[src/rtl/div_client_pkg.sv]
// Shared types, ASCII constants and small helpers for the divide-query client.
package div_client_pkg;

  typedef enum logic [3:0] {
    IDLE, CONV_A, WAIT_P1, SEND_A, WAIT_P2, CONV_B,
    SEND_B, WAIT_0, WAIT_X, HEX, WAIT_DOT, FIN
  } state_t;

  typedef enum logic [1:0] {TX_PRESENT, TX_RISE, TX_FALL, TX_ECHO} tx_phase_t;

  localparam logic [7:0] ASCII_CR    = 8'h0D;
  localparam logic [7:0] ASCII_LF    = 8'h0A;
  localparam logic [7:0] ASCII_COLON = 8'h3A;
  localparam logic [7:0] ASCII_SPACE = 8'h20;
  localparam logic [7:0] ASCII_ZERO  = 8'h30;
  localparam logic [7:0] ASCII_X     = 8'h78;
  localparam logic [7:0] ASCII_DOT   = 8'h2E;

  function automatic logic [15:0] pow10(input logic [2:0] place);
    case (place)
      3'd0:    return 16'd10000;
      3'd1:    return 16'd1000;
      3'd2:    return 16'd100;
      3'd3:    return 16'd10;
      default: return 16'd1;
    endcase
  endfunction

  // {valid, nibble}; accepts 0-9, A-F, a-f
  function automatic logic [4:0] hex_decode(input logic [7:0] c);
    if (c >= 8'h30 && c <= 8'h39)
      return {1'b1, c[3:0]};
    else if ((c >= 8'h41 && c <= 8'h46) || (c >= 8'h61 && c <= 8'h66))
      return {1'b1, c[3:0] + 4'd9};
    else
      return 5'd0;
  endfunction

endpackage

[src/rtl/dec_ascii_conv.sv]
// Binary-to-decimal ASCII converter by repeated subtraction; emits digits + CR
// into o_buf and pulses o_ready when the string is complete.
module dec_ascii_conv
  import div_client_pkg::*;
(
  input  logic            clk,
  input  logic            rst,
  input  logic            i_start,
  input  logic [15:0]     i_value,
  output logic            o_ready,
  output logic [5:0][7:0] o_buf,
  output logic [2:0]      o_len
);

  logic            r_busy;
  logic            r_ready;
  logic [15:0]     r_rem;
  logic [2:0]      r_place;
  logic [3:0]      r_dig;
  logic [5:0][7:0] r_buf;
  logic [2:0]      r_len;
  logic [15:0]     w_pow;

  assign w_pow   = pow10(r_place);
  assign o_ready = r_ready;
  assign o_buf   = r_buf;
  assign o_len   = r_len;

  always_ff @(posedge clk or posedge rst) begin
    if (rst) begin
      r_busy  <= 1'b0;
      r_ready <= 1'b0;
      r_rem   <= '0;
      r_place <= '0;
      r_dig   <= '0;
      r_buf   <= '0;
      r_len   <= '0;
    end else begin
      r_ready <= 1'b0;
      if (i_start) begin
        r_busy  <= 1'b1;
        r_rem   <= i_value;
        r_place <= '0;
        r_dig   <= '0;
        r_len   <= '0;
      end else if (r_busy) begin
        if (r_place == 3'd4) begin
          // units digit is always emitted so that 0 yields "0"
          r_buf[r_len]        <= ASCII_ZERO + {4'd0, r_rem[3:0]};
          r_buf[r_len + 3'd1] <= ASCII_CR;
          r_len   <= r_len + 3'd2;
          r_busy  <= 1'b0;
          r_ready <= 1'b1;
        end else if (r_rem >= w_pow) begin
          r_rem <= r_rem - w_pow;
          r_dig <= r_dig + 4'd1;
        end else begin
          if (r_dig != 4'd0 || r_len != 3'd0) begin
            r_buf[r_len] <= ASCII_ZERO + {4'd0, r_dig};
            r_len        <= r_len + 3'd1;
          end
          r_dig   <= '0;
          r_place <= r_place + 3'd1;
        end
      end
    end
  end

endmodule

[src/rtl/div_query_client.sv]
// UART client: sends "a\r" and "b\r" after ": " prompts, parses "0xHHHH." reply.
// Optional echo verification of sent bytes under DIV_CLIENT_ECHO_CHECK_EN.
module div_query_client
  import div_client_pkg::*;
#(
  parameter int unsigned TIMEOUT_CYCLES = 200_000_000
) (
  input  logic        clk,
  input  logic        rst,
  input  logic        start,
  input  logic [15:0] op_a,
  input  logic [15:0] op_b,
  output logic        busy,
  output logic        done,
  output logic        err,
  output logic [15:0] result,
  output logic [7:0]  tx_byte,
  output logic        transmit,
  input  logic        is_transmitting,
  input  logic [7:0]  rx_byte,
  input  logic        received
);

  state_t          r_state, w_next;
  tx_phase_t       r_phase;
  logic [2:0]      r_idx;
  logic [15:0]     r_b, r_shift, r_result;
  logic [1:0]      r_hexcnt;
  logic            r_colon, r_err;
  logic [31:0]     r_tmo;

  logic            w_err, w_send, w_last, w_prompt, w_send_done;
  logic            w_tmo_state, w_tmo_hit, w_conv_start, w_conv_ready;
  logic [15:0]     w_conv_val;
  logic [5:0][7:0] w_buf;
  logic [2:0]      w_len;
  logic [4:0]      w_hex;
`ifdef DIV_CLIENT_ECHO_CHECK_EN
  logic [2:0]      r_echo_idx;
  logic            w_echo_bad;
`endif

  assign w_send       = (r_state == SEND_A) || (r_state == SEND_B);
  assign w_last       = (r_idx == w_len - 3'd1);
  assign w_prompt     = received && r_colon && (rx_byte == ASCII_SPACE);
  assign w_hex        = hex_decode(rx_byte);
  assign w_conv_start = ((r_state == IDLE) && start) || ((r_state == WAIT_P2) && w_prompt);
  assign w_conv_val   = (r_state == IDLE) ? op_a : r_b;

`ifdef DIV_CLIENT_ECHO_CHECK_EN
  assign w_send_done = (r_phase == TX_ECHO) && (r_echo_idx == w_len);
  assign w_echo_bad  = w_send && received && (r_echo_idx < w_len) &&
                       (rx_byte != w_buf[r_echo_idx]);
  assign w_tmo_state = (r_state inside {WAIT_P1, WAIT_P2, WAIT_0, WAIT_X, HEX, WAIT_DOT}) ||
                       (w_send && r_phase == TX_ECHO);
`else
  assign w_send_done = (r_phase == TX_FALL) && !is_transmitting && w_last;
  assign w_tmo_state = r_state inside {WAIT_P1, WAIT_P2, WAIT_0, WAIT_X, HEX, WAIT_DOT};
`endif
  // a byte arriving in the expiry cycle takes precedence over the timeout
  assign w_tmo_hit = w_tmo_state && !received && (r_tmo >= 32'(TIMEOUT_CYCLES));

  dec_ascii_conv u_conv (
    .clk     (clk),
    .rst     (rst),
    .i_start (w_conv_start),
    .i_value (w_conv_val),
    .o_ready (w_conv_ready),
    .o_buf   (w_buf),
    .o_len   (w_len)
  );

  always_ff @(posedge clk or posedge rst) begin
    if (rst) r_state <= IDLE;
    else     r_state <= w_next;
  end

  always_comb begin
    w_next = r_state;
    w_err  = 1'b0;
    case (r_state)
      IDLE:     if (start) w_next = CONV_A;
      CONV_A:   if (w_conv_ready) w_next = WAIT_P1;
      WAIT_P1:  if (w_prompt) w_next = SEND_A;
      SEND_A:   if (w_send_done) w_next = WAIT_P2;
      WAIT_P2:  if (w_prompt) w_next = CONV_B;
      CONV_B:   if (w_conv_ready) w_next = SEND_B;
      SEND_B:   if (w_send_done) w_next = WAIT_0;
      WAIT_0:   if (received && rx_byte == ASCII_ZERO) w_next = WAIT_X;
      WAIT_X:   if (received) w_next = (rx_byte == ASCII_X)    ? HEX    :
                                       (rx_byte == ASCII_ZERO) ? WAIT_X : WAIT_0;
      HEX:      if (received) begin
                  if (!w_hex[4])               w_err  = 1'b1;
                  else if (r_hexcnt == 2'd3)   w_next = WAIT_DOT;
                end
      WAIT_DOT: if (received) begin
                  if (rx_byte == ASCII_DOT) w_next = FIN;
                  else                      w_err  = 1'b1;
                end
      FIN:      w_next = IDLE;
      default:  w_next = IDLE;
    endcase
    if (w_tmo_hit) w_err = 1'b1;
`ifdef DIV_CLIENT_ECHO_CHECK_EN
    if (w_echo_bad) w_err = 1'b1;
`endif
    if (w_err) w_next = IDLE;
  end

  always_comb begin
    busy     = (r_state != IDLE);
    done     = (r_state == FIN);
    err      = r_err;
    result   = r_result;
    transmit = w_send && (r_phase == TX_PRESENT);
    tx_byte  = w_send ? w_buf[r_idx] : 8'h00;
  end

  always_ff @(posedge clk or posedge rst) begin
    if (rst) begin
      r_phase  <= TX_PRESENT;
      r_idx    <= '0;
      r_b      <= '0;
      r_shift  <= '0;
      r_result <= '0;
      r_hexcnt <= '0;
      r_colon  <= 1'b0;
      r_err    <= 1'b0;
      r_tmo    <= '0;
    end else begin
      r_err <= w_err;
      if ((r_state == IDLE) && start) r_b <= op_b;

      if (received || (r_state != w_next) || !w_tmo_state) r_tmo <= '0;
      else                                                  r_tmo <= r_tmo + 32'd1;

      if (r_state != w_next) r_colon <= 1'b0;
      else if (received)     r_colon <= (rx_byte == ASCII_COLON);

      if (!w_send || (r_state != w_next)) begin
        r_phase <= TX_PRESENT;
        r_idx   <= '0;
      end else begin
        case (r_phase)
          TX_PRESENT: r_phase <= TX_RISE;
          TX_RISE:    if (is_transmitting) r_phase <= TX_FALL;
          TX_FALL:    if (!is_transmitting) begin
                        if (!w_last) begin
                          r_idx   <= r_idx + 3'd1;
                          r_phase <= TX_PRESENT;
                        end
`ifdef DIV_CLIENT_ECHO_CHECK_EN
                        else r_phase <= TX_ECHO;
`endif
                      end
          default:    r_phase <= r_phase;
        endcase
      end

      if (r_state == WAIT_X) r_hexcnt <= '0;
      else if ((r_state == HEX) && received && w_hex[4]) begin
        r_shift  <= {r_shift[11:0], w_hex[3:0]};
        r_hexcnt <= r_hexcnt + 2'd1;
      end
      if ((r_state == WAIT_DOT) && (w_next == FIN)) r_result <= r_shift;
    end
  end

`ifdef DIV_CLIENT_ECHO_CHECK_EN
  always_ff @(posedge clk or posedge rst) begin
    if (rst)                                  r_echo_idx <= '0;
    else if (!w_send || (r_state != w_next)) r_echo_idx <= '0;
    else if (received && (r_echo_idx < w_len)) r_echo_idx <= r_echo_idx + 3'd1;
  end
`endif

endmodule

[config.mk]
export PLATFORM = sky130hd
export DESIGN_NAME = div_query_client
export DESIGN_NICKNAME = d
export VERILOG_FILES = /design/src/rtl/div_client_pkg.sv /design/src/rtl/dec_ascii_conv.sv /design/src/rtl/div_query_client.sv
export SDC_FILE = /design/constraint.sdc
export NUM_CORES = 1
export LEC_CHECK = 0
export CAP_MARGIN = 0
export CORE_UTILIZATION = 45
export CTS_CLUSTER_DIAMETER = 50
export DETAILED_ROUTE_END_ITERATION = 8
export SYNTH_ARGS = -nofsm -noshare
export SYNTH_HDL_FRONTEND = slang
export SYNTH_HIERARCHICAL = 1
export SYNTH_SLANG_ARGS = --single-unit
[constraint.sdc]
create_clock -name clk -period 9.89 [get_ports clk]
set_input_delay 1.978 -clock clk [delete_from_list [all_inputs] [get_ports clk]]
set_output_delay 1.978 -clock clk [all_outputs]
set_load 0.03 [all_outputs]
==> metrics.md, run 1 <==
| Metric | Value |
|---|---|
| Worst-path fanout max | `48` |
| Post-synth top area cell | `dfrtp_1` |
| Routed vias | `7270` |
| Pre-antenna DRT Iters | `4` |
| Pre-CTS WS | `4.167 ns` |
| Gate Count Post-Synth | `944` |
| Ys async rst share | `1.000` |
| EDFF count, synth | `0` |
| Hold crit path type | `flip-flop to flip-flop` |
| Core area | `21290 sq um` |
| Max cap viols | `0` |
| Switching share of power | `0.4202` |
| Reg power frac | `0.308` |
| Pleak | `4.863 nW` |
| P&R area growth vs syn | `15.70%` |
| Post-synthesis sequential area ratio | `0.4287` |
| Final setup violation count | `0` |
| Clock share of power | `0.210` |
| Clock transition at path regs | `0.07 ns` |
| Final Worst Setup Slack | `4.524 ns` |
| Peak Freq | `0.1864 GHz` |
| Type of origin of the critical path | `primary input` |
| Setup Skew | `0.008548 ns` |
| Gpl congestion | `0.8475` |
| Largest net degree at the start of global routing | `77` |
| Clk sink count | `169` |
| Initial antenna violation count | `0` |
| Tightest Pin Transition | `1.217 ns` |
| Clock insertion delay at the later pin of the skew report | `0.42 ns` |
| Worst endpoint required time | `just over 10 ns` |
| Crit. End Element | `flip-flop` |
| Count leader, synth | `dfrtp_1` |
| Routed Antenna Nets | `0` |
| Final wirelength | `about 22 mm` |
| CTS tree | `yes` |
| Syn Area/Cell | `10.45 sq um` |
| First-pass GRT wire length | `36.94 mm` |
| Yosys top cell area share | `0.4287` |
| Unrepaired setup endpoints after global routing | `false` |
| Number of inserted diodes | `0` |
| Setup bufs post-CTS | `0` |
| Num rows | `53` |
| PD cells | `about 290 nW/um^2` |
| CTS Buffer Depth | `2` |
| Share of post-route cells with drive strength above 1 | `0.1575` |
| Endpoints failing hold | `0` |
| Internal | `0.001910 W` |
| Die area | `22520 sq um` |
| Final setup TNS | `0 ns` |
| Reg2Reg Depth | `13` |
| M1 GR Usage | `0.3014` |
| CTS Hold Bufs | `0` |
| Synth cell count leaders | `dfrtp_1 (169), nand2_1 (85), mux2_2 (75)` |
| Buffers on Ports | `72` |
| Root Buffer | `clkbuf_16` |
| Detailed Route Iter0 Violations | `475` |
| Filler cells | `1910` |
| Global Route Usage Sum | `0.2079` |
| Inserted Clock Buffers | `17` |
| Die height | `around 150 um` |
| Warning count from the yosys run | `6` |
| Grt total ovfl | `0` |
| Die width | `approximately 150 um` |
| Placed cell areas | `10810 sq um` |
| Final slew viol count | `0` |
| Drt drc | `0` |
| Vias per Instance | `between 5 and 6` |
| Met2 usage | `0.3273` |
| H-tree depth | `4` |
| Synthesized flop and latch total | `169` |
| Min Tclk post-route | `5.366 ns` |
| GR peak layer | `met2` |
| Worst EP arrival | `5.67 ns` |
| Synth area leaders | `dfrtp_1 (43%), mux2_2 (8.6%), ha_1 (4.7%)` |
| Synth unique cells | `84` |
| Outcome | `complete, no violations` |
| Post-DP HPWL | `approximately 16 mm` |
| Vias in the first global route | `about 7100` |
| Nets | `1086` |
| Placed instance count | `around 1300` |
| Total power | `0.003294 W` |
| I/O Pins | `73` |
| WS Path Type | `primary input to flip-flop` |
| Switching power | `0.001384 W` |
| WL/cell | `roughly 17 um` |
| Worst IR drop on VDD | `0.1954 mV` |
| Met3 track demand over resource | `0.03445` |
| Hold Path Depth | `2` |
| Ys flop type | `dfrtp_1` |
| Initial Util | `0.4635` |
| Fin cells | `1291` |
| Slew headroom | `0.1823` |
| Comb pwr share | `0.483` |
| Final instance area | `11410 sq um` |
| Post-Syn Area | `9866 sq um` |
| Period utilization | `0.5425` |
| Post_cts resized | `0` |
==> path summary, 6_finish.rpt <==
path,startpoint,to,slack [ns]
worst min-delay path,u_conv/o_buf[5],u_conv/o_buf[5],0.48
worst max-delay path,rx_byte[3],u_conv/o_buf[25],4.52
worst min register to register,u_conv/o_buf[5],u_conv/o_buf[5],0.48
max in group asynchronous,rst,r_tmo[1],6.82
min in group asynchronous,rst,r_b[2],1.99
worst max register to register,u_conv/r_place[0],u_conv/o_buf[24],5.77
==> area by class of cell <==
| cell class | instances | area, sq um | share of cell area |
|---|---|---|---|
| Multi-Input combinational cell | 695 | 5308 | 0.4650 |
| Sequential cell | 169 | 4229 | 0.3705 |
| Timing Repair Buffer | 79 | 773.2 | 0.06774 |
| Clock buffer | 17 | 425.4 | 0.03727 |
| Tap cell | 275 | 344.1 | 0.03014 |
| Clock inverter | 15 | 178.9 | 0.01567 |
| Inverter | 41 | 156.4 | 0.01370 |
==> through the flow <==
stage / hold WS, ns / utilization
2_1_floorplan: 0.4424 / -
3_3_place_gp: 0.4552 / 0.5078
3_5_place_dp: 0.4623 / 0.5078
4_1_cts: 0.4806 / 0.5362
5_1_grt: 0.5022 / 0.5362
6_report: 0.4752 / 0.5362
==> kinds of logic after synthesis <==
kind of cell / count (synthesis) / synth area share
compound gates: 164 / 0.1238
xor+xnor: 49 / 0.04502
fa+ha+maj: 38 / 0.04895
buf+inv: 83 / 0.03678
flops: 169 / 0.4287
mux: 114 / 0.1353
other cells: 1 / 0.0003801
simple gates: 326 / 0.1811
==> worst max-delay path, cell delays in order <==
cell	delay, ns
clkdlybuf4s50_1	0.62
or4bb_1	0.58
nor3_1	0.43
mux2i_1	0.17
nor4_2	0.16
buf_4	0.45
nor2_1	0.13
nand2_1	0.23
inv_1	0.30
a31oi_1	0.25
mux2_2	0.35
==> sequential cells by signal, indices dropped and copies added (netlist names), 3 cells and up <==
signal,count
u_conv/o_buf,48
r_shift,16
r_idx,3
u_conv/r_dig,4
r_tmo,32
u_conv/o_len,3
u_conv/r_rem,16
r_state,4
result,16
r_b,16
u_conv/r_place,3
==> layout by cell type, fill, tap and decap left out, types with 7 or more instances in the layout <==
| master | Yosys | layout |
|---|---|---|
| dfrtp_1 | 169 | 169 |
| nand2_1 | 85 | 85 |
| mux2_2 | 75 | 75 |
| clkdlybuf4s50_1 | 0 | 72 |
| nor2_1 | 65 | 65 |
| inv_1 | 40 | 38 |
| ha_1 | 37 | 37 |
| mux2i_1 | 31 | 31 |
| nand3_1 | 29 | 29 |
| xnor2_1 | 27 | 26 |
| a21oi_1 | 25 | 25 |
| o21ai_0 | 24 | 24 |
| nor4_1 | 23 | 22 |
| xor2_1 | 21 | 21 |
| nor3_1 | 19 | 19 |
| a21o_1 | 18 | 18 |
| nor2b_1 | 17 | 17 |
| clkbuf_16 | 0 | 17 |
| nand4_1 | 11 | 11 |
| a22oi_1 | 11 | 11 |
| nor4_2 | 11 | 11 |
| nand2b_1 | 10 | 10 |
| a31oi_1 | 10 | 10 |
| a211oi_1 | 10 | 10 |
| and3_1 | 10 | 10 |
| a2bb2oi_1 | 9 | 9 |
| and4_1 | 8 | 8 |
| mux4_2 | 8 | 8 |
| and2_1 | 7 | 7 |
| inv_6 | 0 | 7 |
| buf_4 | 2 | 7 |
==> per-layer routing <==
| layer | wire, um | vias to the layer above | share of wire |
|---|---|---|---|
| li1 | - | 3563 | - |
| met1 | 11280 | 3566 | 0.50 |
| met2 | 10320 | 126 | 0.46 |
| met3 | 671 | 15 | 0.030 |
| met4 | 194 | 0 | 0.0086 |
| met5 | 0 | - | 0 |
==> power by group through the flow <==
stage          Clock [W]  Sequential, W  Combinational, W
5_1_grt         0.000736        0.00104           0.00176
4_1_cts         0.000711        0.00101           0.00159
2_1_floorplan          0       0.000956           0.00129
3_3_place_gp           0        0.00102           0.00157
3_5_place_dp           0        0.00102           0.00158
6_report        0.000690        0.00101           0.00159
(Power assumes the default switching activity.)
==> inputs of run 2 (changes only) <==
--- a/config.mk
+++ b/config.mk
@@ -9,6 +9,7 @@
 export CORE_UTILIZATION = 45
 export CTS_CLUSTER_DIAMETER = 50
 export DETAILED_ROUTE_END_ITERATION = 8
+export PLACE_DENSITY = 0.66
 export SYNTH_ARGS = -nofsm -noshare
 export SYNTH_HDL_FRONTEND = slang
 export SYNTH_HIERARCHICAL = 1
==> constraint.sdc (replaced) <==
create_clock -name clk -period 4.9 [get_ports clk]
set_input_delay 0.98 -clock clk [delete_from_list [all_inputs] [get_ports clk]]
set_output_delay 0.98 -clock clk [all_outputs]
set_load 0.03 [all_outputs]
==> run 2 against run 1 <==
Clock skew up 0.0048 ns. Sequential share of layout area down 0.085 points. Non-clock buffer count is 6 higher. Cell count up 0.39%. First-iteration DRC count shrank 3.6%. Combinational power increased by 100%. Critical path type is now flip-flop to flip-flop.
==> metrics.md, run 2 (synthesized netlist as in run 1, its figures left out) <==
| Metric | Value |
|---|---|
| Outcome | `complete, no violations` |
| M1 WL | `10.13 mm (-10%)` |
| Most frequent cells in the layout | `dfrtp_1 (169), nand2_1 (85), mux2_2 (75)` |
| Crit. End Element | `flip-flop` |
| Routed vias | `7355 (+1.2%)` |
| Commonest non-fill, non-tap cell in the layout | `dfrtp_1` |
| Largest net degree at the start of global routing | `48 (-38%)` |
| I/O Pins | `73 (unchanged)` |
| Initial Util | `0.4635 (unchanged)` |
| Buffers on Ports | `72 (unchanged)` |
| Initial antenna violation count | `0 (unchanged)` |
| PD cells | `574.2 nW/um^2 (+99%)` |
| WHS | `0.4803 ns (+0.005135 ns)` |
| Max cap viols | `0 (unchanged)` |
| WL/cell | `16.74 um (-3.8%)` |
| CTS Hold Bufs | `0 (unchanged)` |
| Wire length on met3 | `692 um (+3.1%)` |
| Unrepaired setup endpoints after global routing | `false` |
| Inserted Clock Buffers | `17 (unchanged)` |
| Vias in the first global route | `7409 (+4.2%)` |
| Routed Antenna Nets | `0 (unchanged)` |
| Critical path's slowest cell | `nor2b_1` |
| Period utilization | `0.8459` |
| Drt drc | `0 (unchanged)` |
| Setup bufs post-CTS | `0 (unchanged)` |
| Critical path cell sequence | `inv_1, ha_1, o21ai_0, and3_1, ha_1, inv_1, fa_1, a21o_1, a21oi_1, o22ai_4, o31ai_4, nor2b_1, mux2i_1` |
| Tightest Pin Transition | `1.085 ns (-0.1326 ns)` |
| Die width | `150.1 um (unchanged)` |
| Pleak | `4.887 nW (+0.49%)` |
| Clock insertion delay at the later pin of the skew report | `0.43 ns (about the same)` |
| CTS tree | `yes` |
| Vias per Instance | `5.675 (+0.78%)` |
| Hold crit path type | `flip-flop to flip-flop` |
| Filler cells | `1872 (-2.0%)` |
| Worst IR drop on VDD | `0.3466 mV (+77%)` |
| Peak Freq | `0.2413 GHz` |
| Min Tclk post-route | `4.145 ns` |
| H-tree depth | `4 (unchanged)` |
| Worst-path fanout max | `9 (-81%)` |
| Worst EP arrival | `4.49 ns (-1.18 ns)` |
| Post-DP HPWL | `15.54 mm (-1.0%)` |
| Die height | `150.1 um (unchanged)` |
| Final setup TNS | `0 ns (unchanged)` |
| Crit path buffers/inverters | `2 (-1)` |
| Root Buffer | `clkbuf_16` |
| Core area | `21290 sq um (unchanged)` |
| Die area | `22520 sq um (unchanged)` |
| Met2 WL post-DR | `10.48 mm (+1.5%)` |
| Highest Signal Layer | `met4` |
| Final wirelength | `21.69 mm (-3.5%)` |
| WS Path Type | `flip-flop to flip-flop` |
| Gpl congestion | `0.8498 (+0.27%)` |
| Max FFs per register | `48 (unchanged)` |
| Type of origin of the critical path | `flip-flop` |
| Setup Skew | `0.01331 ns (+0.004760 ns)` |
| Global Route Usage Sum | `0.2066 (-0.001263)` |
| P&R area growth vs syn | `15.97%` |
| First-pass GRT wire length | `36.80 mm (-0.35%)` |
| Top delay family on crit path | `compound AO/OA/AOI/OAI gates` |
| Post_cts resized | `0 (unchanged)` |
| Slew headroom | `0.2751 (+0.09276)` |
| Endpoints failing hold | `0 (unchanged)` |
| CP max stage delay | `0.63 ns (about the same)` |
| Final slew viol count | `0 (unchanged)` |
| Num rows | `53 (unchanged)` |
| Pre-antenna DRT Iters | `5 (+1)` |
| Number of inserted diodes | `0 (unchanged)` |
| Detailed Route Iter0 Violations | `458 (-3.6%)` |
| CTS Buffer Depth | `2 (unchanged)` |
| Nets | `1092 (+0.55%)` |
| Share of post-route cells with drive strength above 1 | `0.1616 (+0.004126)` |
| Clock transition at path regs | `0.07 ns (about the same)` |
| Final setup violation count | `0 (unchanged)` |
| Grt total ovfl | `0 (unchanged)` |
| Worst endpoint required time | `5.24 ns (-4.96 ns)` |
| Clk sink count | `169 (unchanged)` |
run 2: cell count changes in the layout (fill, tap and decap cells not counted), sizes merged:
cell / before / now
clkinv: 2 / 5
buf: 7 / 13
clkinvlp: 1 / 0
inv: 51 / 48
run 2: where the power goes:
group,switching [W],internal (W),total [W]
Combinational,0.00184,0.00135,0.00318
Clock,0.000589,0.000763,0.00135
Sequential,0.000296,0.00174,0.00203
run 2: final timing paths:
kind	endpoint	cells past startpoint	slack, ns	from
setup / recovery	u_conv/o_buf[24]	13	0.76	u_conv/r_place[0]
hold / removal	u_conv/o_buf[44]	1	0.48	u_conv/o_buf[44]
setup reg to reg	u_conv/o_buf[24]	13	0.76	u_conv/r_place[0]
hold reg to reg	u_conv/o_buf[44]	1	0.48	u_conv/o_buf[44]
max in group asynchronous	u_conv/o_buf[22]	3	3.04	rst
min in group asynchronous	r_b[7]	2	0.97	rst
run 2: area by class of cell:
class	instances	area [sq um]	share of cell area
clock inverters	14	160.2	0.01400
repair buffers	85	818.3	0.07152
flip-flops and latches	169	4229	0.3696
well taps	275	344.1	0.03007
clock buffers	17	425.4	0.03718
inverters	41	156.4	0.01367
multi-input cells	695	5308	0.4639
run 2: stage by stage:
step           total power, W  instance area [sq um]  cells  setup WS (ns)  utilization
3_5_place_dp         0.005222                  10860   1265         0.4085       0.5100
5_1_grt              0.007066                  11440   1296         0.4468       0.5375
2_1_floorplan        0.004540                   9877    947          1.500            -
4_1_cts              0.006604                  11440   1296         0.7403       0.5375
6_report             0.006569                  11440   1296         0.7552       0.5375
3_3_place_gp         0.005180                  10860   1265         0.4362       0.5100
run 2: worst reg2reg max path, delay by kind of cell (launching register included):
kind                     cells  cell delay, ns
AO/OA/AOI/OAI                5            1.62
AND/OR/NAND/NOR              2            0.88
adder cells (fa/ha/maj)      3            0.79
flip-flops                   1            0.41
multiplexers                 1            0.26
buffers and inverters        2            0.13
run 2: layer usage:
layer	global-route usage	up-vias
li1	-	3570
met1	0.2831	3633
met2	0.3313	127
met3	0.03567	25
met4	0.06717	0
met5	0	-
